<file path="src/rtl/regwb_pkg.sv">
// Shared widths, the load-queue entry type and the WAW match helper for the
// writeback scheduler (regwb_sched, regwb_ldq).
package regwb_pkg;

    localparam int REG_W  = 5;
    localparam int DATA_W = 32;

    localparam logic [REG_W-1:0] REG_ZERO = '0;

    typedef struct packed {
        logic [REG_W-1:0]  regnum;
        logic [DATA_W-1:0] data;
        logic              stale;
    } ldq_entry_t;

    // A valid ALU write to r makes any older load to r obsolete; r0 never hazards.
    function automatic logic waw_hit(input logic [REG_W-1:0] r,
                                     input logic             v0,
                                     input logic [REG_W-1:0] r0,
                                     input logic             v1,
                                     input logic [REG_W-1:0] r1);
        return (r != REG_ZERO) && ((v0 && (r0 == r)) || (v1 && (r1 == r)));
    endfunction

endpackage

</file>
<file path="src/rtl/regwb_ldq.sv">
// Load writeback FIFO with a broadcast stale-mark port: every entry (and the
// entry being pushed) whose register matches a valid mark becomes stale.
module regwb_ldq
    import regwb_pkg::*;
#(
    parameter int DEPTH = 2
) (
    input  logic              clk,
    input  logic              rst_n,
    input  logic              push_i,
    input  logic [REG_W-1:0]  push_reg_i,
    input  logic [DATA_W-1:0] push_data_i,
    input  logic              pop_i,
    input  logic              mark0_valid_i,
    input  logic [REG_W-1:0]  mark0_reg_i,
    input  logic              mark1_valid_i,
    input  logic [REG_W-1:0]  mark1_reg_i,
    output ldq_entry_t        head_o,
    output logic              full_o,
    output logic              empty_o
);

    localparam int PTR_W = $clog2(DEPTH);
    localparam int CNT_W = $clog2(DEPTH + 1);
    localparam logic [PTR_W-1:0] PTR_LAST = PTR_W'(DEPTH - 1);

    ldq_entry_t       mem_q [DEPTH];
    logic [PTR_W-1:0] wr_ptr_q;
    logic [PTR_W-1:0] rd_ptr_q;
    logic [CNT_W-1:0] count_q;
    logic             do_push;
    logic             do_pop;

    assign full_o  = (count_q == CNT_W'(DEPTH));
    assign empty_o = (count_q == '0);
    assign do_push = push_i && !full_o;
    assign do_pop  = pop_i && !empty_o;

    // The head already counts as stale in the cycle an ALU write hits it, so
    // an older load can never share a cycle with a younger write to its register.
    always_comb begin
        head_o       = mem_q[rd_ptr_q];
        head_o.stale = mem_q[rd_ptr_q].stale
                     || waw_hit(mem_q[rd_ptr_q].regnum, mark0_valid_i, mark0_reg_i,
                                mark1_valid_i, mark1_reg_i);
    end

    always_ff @(posedge clk or negedge rst_n) begin
        if (!rst_n) begin
            for (int i = 0; i < DEPTH; i++) begin
                mem_q[i] <= '0;
            end
            wr_ptr_q <= '0;
            rd_ptr_q <= '0;
            count_q  <= '0;
        end else begin
            for (int i = 0; i < DEPTH; i++) begin
                if (waw_hit(mem_q[i].regnum, mark0_valid_i, mark0_reg_i,
                            mark1_valid_i, mark1_reg_i)) begin
                    mem_q[i].stale <= 1'b1;
                end
            end
            if (do_push) begin
                mem_q[wr_ptr_q] <= '{regnum: push_reg_i,
                                     data:   push_data_i,
                                     stale:  waw_hit(push_reg_i, mark0_valid_i, mark0_reg_i,
                                                     mark1_valid_i, mark1_reg_i)};
                wr_ptr_q <= (wr_ptr_q == PTR_LAST) ? '0 : wr_ptr_q + 1'b1;
            end
            if (do_pop) begin
                rd_ptr_q <= (rd_ptr_q == PTR_LAST) ? '0 : rd_ptr_q + 1'b1;
            end
            case ({do_push, do_pop})
                2'b10:   count_q <= count_q + 1'b1;
                2'b01:   count_q <= count_q - 1'b1;
                default: count_q <= count_q;
            endcase
        end
    end

endmodule

</file>
<file path="src/rtl/regwb_sched.sv">
// Writeback scheduler: maps slot 0, slot 1 and queued loads onto two register
// write ports, tracks pending loads. Statistics counters built with REGWB_STAT_EN.
module regwb_sched
    import regwb_pkg::*;
#(
    parameter int LDQ_DEPTH = 2
) (
    input  logic              clk,
    input  logic              rst_n,
    input  logic              s0_valid,
    input  logic [REG_W-1:0]  s0_reg,
    input  logic [DATA_W-1:0] s0_data,
    input  logic              s1_valid,
    input  logic [REG_W-1:0]  s1_reg,
    input  logic [DATA_W-1:0] s1_data,
    input  logic              ld_valid,
    input  logic [REG_W-1:0]  ld_reg,
    input  logic [DATA_W-1:0] ld_data,
    output logic              ld_ready,
    input  logic              alloc_valid,
    input  logic [REG_W-1:0]  alloc_reg,
    output logic [31:0]       ld_busy,
    output logic              regwrite,
    output logic [REG_W-1:0]  wrreg,
    output logic [DATA_W-1:0] wrdata,
    output logic              regwrite1,
    output logic [REG_W-1:0]  wrreg1,
    output logic [DATA_W-1:0] wrdata1,
    output logic [15:0]       stat_stall,
    output logic [15:0]       stat_drop
);

    ldq_entry_t  head;
    logic        q_full;
    logic        q_empty;
    logic        head_live;
    logic        pop;
    logic        ld_push;
    logic        s0_wins;
    logic [31:0] ld_busy_q;
    logic [31:0] ld_busy_d;

    // Load handshake: a load transfers at the rising edge where ld_valid && ld_ready;
    // ld_ready is a function of registered occupancy only and never of ld_valid.
    assign ld_ready  = !q_full;
    assign ld_push   = ld_valid && ld_ready;
    assign head_live = !q_empty && !head.stale;
    assign pop       = !q_empty && (head.stale || !s0_valid || !s1_valid);
    assign s0_wins   = !(s1_valid && (s1_reg == s0_reg));

    regwb_ldq #(.DEPTH(LDQ_DEPTH)) u_ldq (
        .clk          (clk),
        .rst_n        (rst_n),
        .push_i       (ld_push),
        .push_reg_i   (ld_reg),
        .push_data_i  (ld_data),
        .pop_i        (pop),
        .mark0_valid_i(s0_valid),
        .mark0_reg_i  (s0_reg),
        .mark1_valid_i(s1_valid),
        .mark1_reg_i  (s1_reg),
        .head_o       (head),
        .full_o       (q_full),
        .empty_o      (q_empty)
    );

    always_comb begin
        regwrite  = 1'b0;
        wrreg     = '0;
        wrdata    = '0;
        regwrite1 = 1'b0;
        wrreg1    = '0;
        wrdata1   = '0;
        if (rst_n) begin
            if (s0_valid) begin
                regwrite = s0_wins && (s0_reg != REG_ZERO);
                wrreg    = s0_reg;
                wrdata   = s0_data;
            end else if (head_live) begin
                regwrite = (head.regnum != REG_ZERO);
                wrreg    = head.regnum;
                wrdata   = head.data;
            end
            if (s1_valid) begin
                regwrite1 = (s1_reg != REG_ZERO);
                wrreg1    = s1_reg;
                wrdata1   = s1_data;
            end else if (head_live && s0_valid) begin
                regwrite1 = (head.regnum != REG_ZERO);
                wrreg1    = head.regnum;
                wrdata1   = head.data;
            end
        end
    end

    // Allocation is applied after the pop clear so a same-register set wins.
    always_comb begin
        ld_busy_d = ld_busy_q;
        if (pop) begin
            ld_busy_d[head.regnum] = 1'b0;
        end
        if (alloc_valid && (alloc_reg != REG_ZERO)) begin
            ld_busy_d[alloc_reg] = 1'b1;
        end
    end

    always_ff @(posedge clk or negedge rst_n) begin
        if (!rst_n) begin
            ld_busy_q <= '0;
        end else begin
            ld_busy_q <= ld_busy_d;
        end
    end

    assign ld_busy = ld_busy_q;

`ifdef REGWB_STAT_EN
    logic [15:0] stall_q;
    logic [15:0] drop_q;

    always_ff @(posedge clk or negedge rst_n) begin
        if (!rst_n) begin
            stall_q <= '0;
            drop_q  <= '0;
        end else begin
            if (ld_valid && !ld_ready && (stall_q != 16'hFFFF)) begin
                stall_q <= stall_q + 16'd1;
            end
            if (pop && head.stale && (drop_q != 16'hFFFF)) begin
                drop_q <= drop_q + 16'd1;
            end
        end
    end

    assign stat_stall = stall_q;
    assign stat_drop  = drop_q;
`else
    assign stat_stall = '0;
    assign stat_drop  = '0;
`endif

endmodule
</file>
<file path="config.mk">
export PLATFORM = sky130hd
export DESIGN_NAME = regwb_sched
export DESIGN_NICKNAME = d
export VERILOG_FILES = /design/src/rtl/regwb_pkg.sv /design/src/rtl/regwb_ldq.sv /design/src/rtl/regwb_sched.sv
export SDC_FILE = /design/constraint.sdc
export NUM_CORES = 1
export LEC_CHECK = 0
export CAP_MARGIN = 20
export CORE_UTILIZATION = 33
export DETAILED_ROUTE_END_ITERATION = 6
export GPL_ROUTABILITY_DRIVEN = 0
export SYNTH_ARGS = -nofsm -noshare
export SYNTH_HDL_FRONTEND = slang
export SYNTH_SLANG_ARGS = --single-unit
</file>
<file path="constraint.sdc">
create_clock -name clk -period 3.4 [get_ports clk]
set_clock_uncertainty 0.15 [all_clocks]
set_input_delay 0.85 -clock clk [delete_from_list [all_inputs] [get_ports clk]]
set_output_delay 0.85 -clock clk [all_outputs]
set_load 0.01 [all_outputs]
</file>
==> flow_metrics.tcl, run 1 <==
set metrics [dict create \
    status "finished, violations left" \
    violations "setup timing" \
    clk_latency_ns 0.36 \
    overflow 0 \
    power.switching_uw 3565 \
    critical_path.max_fanout 6 \
    antenna_found_initial 1 \
    cts_htree_levels 3 \
    max_freq_ghz 0.2678 \
    min_path_type "input port to asynchronous set/reset pin" \
    synth_edf_count 0 \
    clk_pin_slew_ns 0.08 \
    ios 263 \
    cts.sinks 112 \
    die_x_um 149.1 \
    syn-cell-area_um2 7137 \
    routed_wl_mm 24.45 \
    crit_path_end_kind "primary output" \
    syn_avg_cell_area_um2 10.46 \
    startpoint_type "flop" \
    yosysSeqAreaShare 0.3927 \
    rows 53 \
    synthArstFlopShare 1.000 \
    place_inst 1187 \
    internal_power_uw 5390 \
    grt_max_degree 72 \
    fillerInstances 2026 \
    dpl.hpwl_mm 16.93 \
    maxCapViolCount 0 \
    port_buffers 230 \
    clockBufferDepth 2 \
    grt_pass1_vias 6399 \
    viasPerCell 5.351 \
    final.period_utilization 1.098 \
    drv_slew 0 \
    vias 6528 \
    grt_pass1_wl_mm 36.80 \
    crit_type "flop to primary output" \
    p_leak_uw 0.004504 \
    layout.cells.non_filler 1220 \
    period_minus_slack_ns 3.734 \
    drt_drc_violations_left 0 \
    cts_made_buffers 9 \
    final_nets 1062 \
    pwr-share-comb 0.610 \
    area_growth_pct 44.48 \
    ys.flop_type "dfrtp_1" \
    cts_tree "yes" \
    final.setup.tns_ns -20.70 \
    final_core_util 0.4890 \
    hold_buffers 0 \
    wl_per_cell_um 20.04 \
    layout_common_cells "146 x clkdlybuf4s50_1, 111 x dfrtp_1, 107 x mux2_2" \
    drive_gt1_frac 0.3432 \
    swShare 0.3981 \
    coreArea_um2 21090 \
    drtPass1Iterations 6 \
    yosys_warnings 0 \
    die_area_um2 22220 \
    ys_ff_latch 112 \
    clock_power_share 0.122 \
    power.density_nw_per_um2 868.5 \
    cts-root-buf "clkbuf_16" \
    start_util 0.3384 \
    dp_slack_ns -0.9789 \
    setup_ws_ns -0.3341 \
    fp.dieH_um 149.1 \
    layout_commonest_cell "clkdlybuf4s50_1" \
    seqPwrFrac 0.268 \
    setup_violations 76 \
    drt_iter0_markers 365 \
    ant_nets 0 \
    ys_types 38 \
    required_ns 2.40 \
    arrival_ns 2.73 \
    ir_drop_v 0.0004131 \
    postSynthCellCount 682 \
    gr-usage-all-layers 0.2164 \
    slew-limit-headroom 0.3693 \
    rsz0062_at_grt "yes" \
    tightestPinTransition_ns 0.9461 \
    hold_viol_final 0 \
]
power groups by stage:
stage	sequential, uW	combinational, uW	clock [uW]
after floorplan	2440	2890	0
after global placement	2390	4930	0
after detailed placement	2410	4960	0
after CTS	2400	5260	1110
after global routing	2480	5840	1160
final	2400	5460	1100
worst max-delay path, stage by stage, from the launching register on:
cell and delay, ns:
dfrtp_2 0.48, buf_6 0.16, mux2i_4 0.32, xnor2_2 0.09, nor4_2 0.32, a21oi_2 0.13, and3_4 0.21, buf_12 0.14
buf_16 0.13, a32o_1 0.24, buf_2 0.14
Yosys cell counts (4+ instances only):
cell	number	area [um^2]
a21oi_1	93	465.5
and3b_1	4	35.03
and3_1	31	193.9
nor2_1	23	86.33
a31oi_1	5	31.28
nor4_1	7	43.79
nor3b_1	7	52.55
buf_6	9	101.4
buf_1	9	33.78
a32o_1	70	700.7
mux2_2	108	1216
dfrtp_1	112	2803
nor3_1	7	35.03
buf_4	34	255.2
nand2_1	7	26.28
o31ai_1	4	30.03
nand3_1	13	65.06
clkbuf_1	51	191.4
xor2_1	31	271.5
xnor2_1	19	166.4
sequential cells by signal (all words and copies together), names as in the netlist:
name and cells:
ld_busy 32, u_ldq.mem_q 76, u_ldq.count_q 2, u_ldq.wr_ptr_q 1, u_ldq.rd_ptr_q 1
worst paths after layout:
check                      slack [ns]  cells after the start          endpoint      startpoint
max                             -0.33                     10        wrdata[19]  u_ldq.rd_ptr_q
min                              0.32                      2        ld_busy[5]           rst_n
max reg2reg                      0.45                     12  u_ldq.count_q[1]  u_ldq.rd_ptr_q
min reg2reg                      0.35                      2        ld_busy[0]      ld_busy[0]
max in group asynchronous        1.62                      3    u_ldq.rd_ptr_q           rst_n
min in group clk                 0.35                      2        ld_busy[0]      ld_busy[0]
area by class of cell:
type | count | area (um^2) | area share
inverter | 3 | 11.26 | 0.001092
clock buffer | 10 | 239.0 | 0.02318
clock inverter | 6 | 58.81 | 0.005703
timing repair buffer | 318 | 2835 | 0.2750
sequential | 112 | 2804 | 0.2719
tap | 275 | 344.1 | 0.03337
antenna | 1 | 2.502 | 0.0002427
multi-input combinational | 495 | 4016 | 0.3895
routing by layer:
| metal | wire (um) | track usage |
|---|---|---|
| met5 | 17 | 0 |
| met4 | 256 | 0.05306 |
| met3 | 1828 | 0.04832 |
| met2 | 11990 | 0.3679 |
| met1 | 10360 | 0.2770 |
logic make-up (layout without fill, tap and decap cells):
logic type,after synthesis,after routing,synth area share
fa+ha+maj,1,1,0.001753
mux,114,114,0.1851
flops,112,112,0.3927
xor+xnor,50,50,0.06136
simple gates,117,117,0.09414
other cells,1,33,0.0005254
buf+inv,106,337,0.08310
compound gates,181,181,0.1813
through the flow:
| stage | hold slack, ns | cell area (um^2) | power [uW] |
|---|---|---|---|
| floorplan | 0.3178 | 7253 | 5337 |
| global placement | 0.3302 | 10000 | 7319 |
| detailed placement | 0.3388 | 10000 | 7370 |
| CTS | 0.3004 | 10160 | 8776 |
| global route | 0.3158 | 10310 | 9485 |
| finish | 0.3153 | 10310 | 8955 |
what timing repair did:
action	CTS	global route
resized for setup	337	13
setup buffers	8	3
setup endpoints to repair	76	76
pin swaps	17	4
cloned	2	3
(Power assumes the default switching activity.)
==> inputs of run 2 (changes only) <==
Settings changed: CELL_PAD_IN_SITES_DETAIL_PLACEMENT from default to 1, CELL_PAD_IN_SITES_GLOBAL_PLACEMENT from default to 2, CORE_ASPECT_RATIO from default to 1.4, CORE_UTILIZATION 33 to 27, PLACE_DENSITY_LB_ADDON from default to 0.1, SLEW_MARGIN from default to 20.
==> run 2 against run 1 <==
  * The flow still finishes with violations (setup timing)
  * Via count increased by 1.5%
  * Combinational power grew 4.4%
  * Hold slack improved by 0.042 ns
  * Die area is 22% higher
  * Sequential share of layout area shrank 0.45 points
  * Non-clock buffer count grew 6
  * Worst setup slack worse by 0.15 ns
  * Largest power group unchanged
==> flow_metrics.tcl, run 2 (same netlist as run 1, synthesis figures left out) <==
set metrics [dict create \
    fp.dieH_um 194.4 \
    cts_htree_levels 3 \
    clk_latency_ns 0.36 \
    critPathMostFrequentCell "buf_6" \
    p_leak_uw 0.004539 \
    multi_input_area_um2 4010 \
    drt_drc_violations_left 0 \
    hold_viol_final 0 \
    drv_slew 0 \
    power.density_nw_per_um2 879.0 \
    largest_register "u_ldq.mem_q" \
    arrival_ns 2.88 \
    largest_register_ffs 76 \
    antenna_found_initial 4 \
    vias 6623 \
    ant_nets 0 \
    ir_drop_v 0.0004275 \
    fillerInstances 2911 \
    cp_cell_sequence "buf_6, mux2i_4, xnor2_2, nor4_2, a21oi_2, buf_4, and3_4, buf_6, buf_16, a32o_1, buf_2" \
    die_area_um2 27100 \
    violations "setup timing" \
    tightestPinTransition_ns 0.7354 \
    drtPass1Iterations 5 \
    hold_buffers 0 \
    overflow 0 \
    max_freq_ghz 0.2575 \
    crit_type "flop to primary output" \
    dp_slack_ns -0.9554 \
    min_path_type "flop to flop" \
    clk_pin_slew_ns 0.08 \
    final_nets 1068 \
    layout_common_cells "147 x clkdlybuf4s50_1, 111 x dfrtp_1, 107 x mux2_2" \
    routed_wl_mm 28.68 \
    regArea_um2 2804 \
    slowest_delay_ns 0.50 \
    slew-limit-headroom 0.5097 \
    grt_max_degree 57 \
    setup_ws_ns -0.4840 \
    setup_violations 76 \
    startpoint_type "flop" \
    cts.sinks 112 \
    layout_commonest_cell "clkdlybuf4s50_1" \
    maxCapViolCount 0 \
    clockBufferDepth 2 \
    cts_made_buffers 9 \
    drt_iter0_markers 219 \
    area_growth_pct 46.92 \
    final.setup.tns_ns -30.66 \
    crit_slowest_cell "dfrtp_2" \
    start_util 0.2744 \
    status "finished, violations left" \
    die_x_um 139.4 \
    required_ns 2.40 \
    crit_path_end_kind "primary output" \
    critical_path.max_fanout 8 \
    grt_pass1_vias 7218 \
    dpl.hpwl_mm 20.82 \
    ios 263 \
    crit_buf_inv 5 \
    period_minus_slack_ns 3.884 \
    rsz0062_at_grt "yes" \
    rows 70 \
    wl_per_cell_um 22.49 \
    cts-root-buf "clkbuf_16" \
    gr-usage-all-layers 0.2128 \
    port_buffers 230 \
    viasPerCell 5.195 \
    cts_tree "yes" \
    final.period_utilization 1.142 \
    drive_gt1_frac 0.3242 \
    critPathTopFamily "buffers and inverters" \
    coreArea_um2 26010 \
    grt_pass1_wl_mm 43.85 \
]
[run 2: changes by cell type in the layout (fill, tap and decap cells not counted), sizes merged, moves of 2 or more]
cell           previous run  this run
buf                     163       152
clkdlybuf4s15             0         7
clkinv                    1         3
dlygate4sd2               6        17
inv                       7         4
[run 2: metal layers]
metal	GRT usage	up-vias	routed length (um)
met3	0.05248	50	1815
met1	0.2408	3310	11220
li1	-	3011	-
met4	0.06337	6	656
met5	0	-	35
met2	0.3899	246	14950
[run 2: final timing paths]
path | slack (ns) | endpoint | startpoint | cells after the start
setup / recovery | -0.48 | wrdata[26] | u_ldq.rd_ptr_q | 11
hold / removal | 0.36 | u_ldq.mem_q[19] | u_ldq.mem_q[19] | 1
setup reg to reg | 0.45 | u_ldq.count_q[1] | u_ldq.rd_ptr_q | 12
hold reg to reg | 0.36 | u_ldq.mem_q[19] | u_ldq.mem_q[19] | 1
max in group asynchronous | 1.79 | u_ldq.rd_ptr_q | rst_n | 3
min in group asynchronous | 0.39 | ld_busy[4] | rst_n | 2
[run 2: timing repair]
item	in CTS	in global routing
hold endpoints to repair	0	0
pin swaps	32	8
gates resized for setup	287	17
setup buffers	10	8
cloned	5	0
endpoints found under the setup margin	76	76
[run 2: layout make-up]
cell class                 instances  share of cell area
clock inverter                     5            0.005370
sequential                       112              0.2674
antenna                            1           0.0002387
timing repair buffer             324              0.2826
multi-input combinational        495              0.3825
clock buffer                      11             0.02220
tap                              324             0.03866
inverter                           3            0.001074
[run 2: through the flow]
stage | hold WS (ns) | cells | cell area, um^2 | power [uW] | util
floorplan | 0.3178 | 713 | 7253 | 5337 | -
global placement | 0.3325 | 1238 | 10060 | 7363 | 0.3869
detailed placement | 0.3408 | 1238 | 10060 | 7526 | 0.3869
CTS | 0.3608 | 1268 | 10400 | 9182 | 0.3998
global route | 0.3727 | 1275 | 10490 | 9793 | 0.4031
finish | 0.3573 | 1275 | 10490 | 9216 | 0.4031
[run 2: report_power, final]
group / leakage [uW] / switching, uW / internal (uW)
combinational: 0.00306 / 2770 / 2930
sequential: 0.00134 / 410 / 2010
clock: 0.000145 / 520 / 575
total: 0.00454 / 3700 / 5520
[run 2: worst reg2reg max path: stages, from the launching register on]
cell,delay (ns)
dfrtp_2,0.50
buf_6,0.16
mux2i_4,0.33
xnor2_2,0.11
nor4_2,0.31
a21oi_2,0.11
buf_4,0.15
buf_4,0.14
buf_6,0.12
a31oi_1,0.20
ha_1,0.30
nor2_1,0.14
xor2_1,0.16
==> inputs of run 3 (changes only) <==
Settings changed: ABC_AREA from default to 1, CORE_UTILIZATION 27 to 24, REMOVE_ABC_BUFFERS from default to 1.
==> run 3 against run 2 <==
  * The run still ends with setup timing left
  * Total power rose by 2.4%
  * Critical path depth rose by 5
  * Non-clock buffer count rose by 33
  * Synthesized area rose by 11%
  * Utilization fell by 3.8 points
  * Synthesized cell count rose by 86%
  * Design area rose by 13%
  * Sequential power fell by 4%
  * Sequential share of layout area fell by 3.0 points
  * Register-to-register slack improved by 0.16 ns
  * Hold slack got worse by 0.064 ns
  * Flip-flop and latch count did not move
==> flow_metrics.tcl, run 3 <==
set metrics [dict create \
    power.density_nw_per_um2 798.1 \
    yosysSeqAreaShare 0.3549 \
    crit_slowest_cell "dfrtp_2" \
    hold_buffers 0 \
    cts_htree_levels 3 \
    postSynthCellCount 1266 \
    cts.sinks 112 \
    ys.flop_type "dfrtp_1" \
    drive_gt1_frac 0.1887 \
    grt_max_degree 66 \
    ir_drop_v 0.0003240 \
    syn_avg_cell_area_um2 6.238 \
    multi_input_area_um2 4408 \
    setup_violations 76 \
    layout_common_cells "445 x nand2_1, 159 x nor2_1, 141 x clkdlybuf4s50_1" \
    fp.dieH_um 216.6 \
    max_freq_ghz 0.2739 \
    largest_register_ffs 76 \
    met1_usage 0.2567 \
    rsz0062_at_grt "yes" \
    synthTopCellsByArea "dfrtp_1 35%, nand2_1 22%, nor2_1 7.9%, inv_1 5.5%, o21ai_0 5.1%" \
    crit_type "flop to primary output" \
    wl_per_cell_um 17.72 \
    antenna_cells 0 \
    slowest_delay_ns 0.48 \
    cts-root-buf "clkbuf_16" \
    regArea_um2 2804 \
    area_growth_pct 49.76 \
    final.setup.tns_ns -14.18 \
    yosys_warnings 0 \
    place_inst 1959 \
    use_met2 0.3802 \
    setup_ws_ns -0.2505 \
    die_area_um2 33650 \
    cp_cell_sequence "clkinv_4, buf_6, nand2_4, nand3_4, nand2_2, nor2_1, nand3_1, nand2_2, buf_6, a21boi_4, buf_6, buf_8, buf_16, nand3b_1, a21oi_1, buf_2" \
    synthArstFlopShare 1.000 \
    grt_pass1_wl_mm 53.55 \
    synth_top_area_frac 0.3549 \
    tightestPinTransition_ns 0.9016 \
    viasPerCell 4.505 \
    clockBufferDepth 2 \
    cts_made_buffers 9 \
    largest_register "u_ldq.mem_q" \
    die_x_um 155.3 \
    clk_latency_ns 0.37 \
    antenna_found_initial 1 \
    yosys-top-cells-count "465 x nand2_1, 167 x nor2_1, 115 x inv_1, 112 x dfrtp_1, 81 x o21ai_0" \
    synth.largest_area_cell "dfrtp_1" \
    use_met3 0.02899 \
    p_leak_uw 0.005792 \
    required_ns 2.40 \
    hold_viol_final 0 \
    clk_pin_slew_ns 0.09 \
    rows 78 \
    crit_path_end_kind "primary output" \
    startpoint_type "flop" \
    start_util 0.2437 \
    slew-limit-headroom 0.3989 \
    port_buffers 230 \
    final_nets 1681 \
    min_path_type "input port to asynchronous set/reset pin" \
    drt_iter0_markers 313 \
    fillerInstances 4222 \
    status "finished, violations left" \
    drtPass1Iterations 4 \
    cts_tree "yes" \
    layout_commonest_cell "nand2_1" \
    drv_slew 0 \
    synth_edf_count 0 \
    layout.cells.non_filler 2003 \
    vias 9024 \
    syn-cell-area_um2 7898 \
    ys_types 34 \
    dpl.hpwl_mm 24.83 \
    ant_nets 0 \
    routed_wl_mm 35.49 \
    arrival_ns 2.65 \
    overflow 0 \
    ys_ff_latch 112 \
    violations "setup timing" \
    critical_path.max_fanout 8 \
    final.period_utilization 1.074 \
    dp_slack_ns -0.8928 \
    maxCapViolCount 0 \
    top_usage_layer "met2" \
    grt_pass1_vias 9204 \
    period_minus_slack_ns 3.650 \
    coreArea_um2 32400 \
    synth_most_common_cell "nand2_1" \
    ios 263 \
    gr-usage-all-layers 0.2095 \
    critPathMostFrequentCell "buf_6" \
    drt_drc_violations_left 0 \
]
[run 3: cell types whose count changed in the layout (fill, tap and decap cells not counted), sizes merged, moves of 34 or more]
cell	change
nand2	+463
nor2	+145
inv	+117
mux2	-108
o21ai	+79
a32o	-70
nand3	+54
a21oi	-49
clkbuf	+34
[run 3: cell type report]
| cell class | instances | share of cell area |
|---|---|---|
| timing repair buffer | 357 | 0.2749 |
| multi-input combinational | 957 | 0.3727 |
| clock buffer | 9 | 0.01904 |
| timing repair inverter | 1 | 0.0005289 |
| sequential | 112 | 0.2371 |
| tap | 440 | 0.04655 |
| inverter | 120 | 0.03851 |
| clock inverter | 7 | 0.01068 |
[run 3: worst paths after layout]
check                           startpoint          endpoint  slack [ns]  depth (start not counted)
setup reg to reg            u_ldq.rd_ptr_q  u_ldq.count_q[1]        0.61                         18
max in group asynchronous            rst_n    u_ldq.mem_q[8]        1.69                          3
hold / removal                       rst_n   u_ldq.mem_q[33]        0.29                          2
setup / recovery            u_ldq.rd_ptr_q        wrdata[17]       -0.25                         16
min in group clk           u_ldq.mem_q[26]   u_ldq.mem_q[26]        0.32                          2
hold reg to reg            u_ldq.mem_q[26]   u_ldq.mem_q[26]        0.32                          2
[run 3: report_power, final]
| group | internal, uW | switching (uW) | total [uW] |
|---|---|---|---|
| logic | 2460 | 3340 | 5800 |
| clock network | 733 | 576 | 1310 |
| registers | 1970 | 356 | 2330 |
[run 3: timing repair]
action | in CTS | in global routing
setup endpoints to repair | 76 | 76
setup buffers | 18 | 2
resized for setup | 263 | 112
pin swaps | 14 | 17
cloned | 4 | 5
[run 3: logic make-up (layout without fill, tap and decap cells)]
kind of cell	Yosys count	in the layout	share of synthesized area
buf+inv	228	494	0.1312
flops	112	112	0.3549
xor+xnor	10	10	0.01109
compound gates	154	154	0.1047
simple gates	760	760	0.3961
other cells	1	32	0.0004748
fa+ha+maj	1	1	0.001584
[run 3: critical path: cells and delay by family, from the launching register on]
kind / cells / cell delay, ns
compound gates: 2 / 0.32
flops: 1 / 0.48
simple gates: 7 / 0.49
buf+inv: 7 / 0.97
[run 3: metrics by stage]
step / utilization / hold slack, ns / area, um^2 / total power (uW)
2_1_floorplan: - / 0.2922 / 7428 / 4752
3_3_place_gp: 0.3440 / 0.3035 / 11150 / 7222
3_5_place_dp: 0.3440 / 0.3085 / 11150 / 7283
4_1_cts: 0.3615 / 0.2826 / 11710 / 9277
5_1_grt: 0.3650 / 0.2917 / 11830 / 10210
6_report: 0.3650 / 0.2932 / 11830 / 9440
[run 3: metal layers]
layer / wire length, um / share of wire
met1: 15490 / 0.44
met2: 18070 / 0.51
met3: 1307 / 0.037
met4: 630 / 0.018
met5: 0 / 0
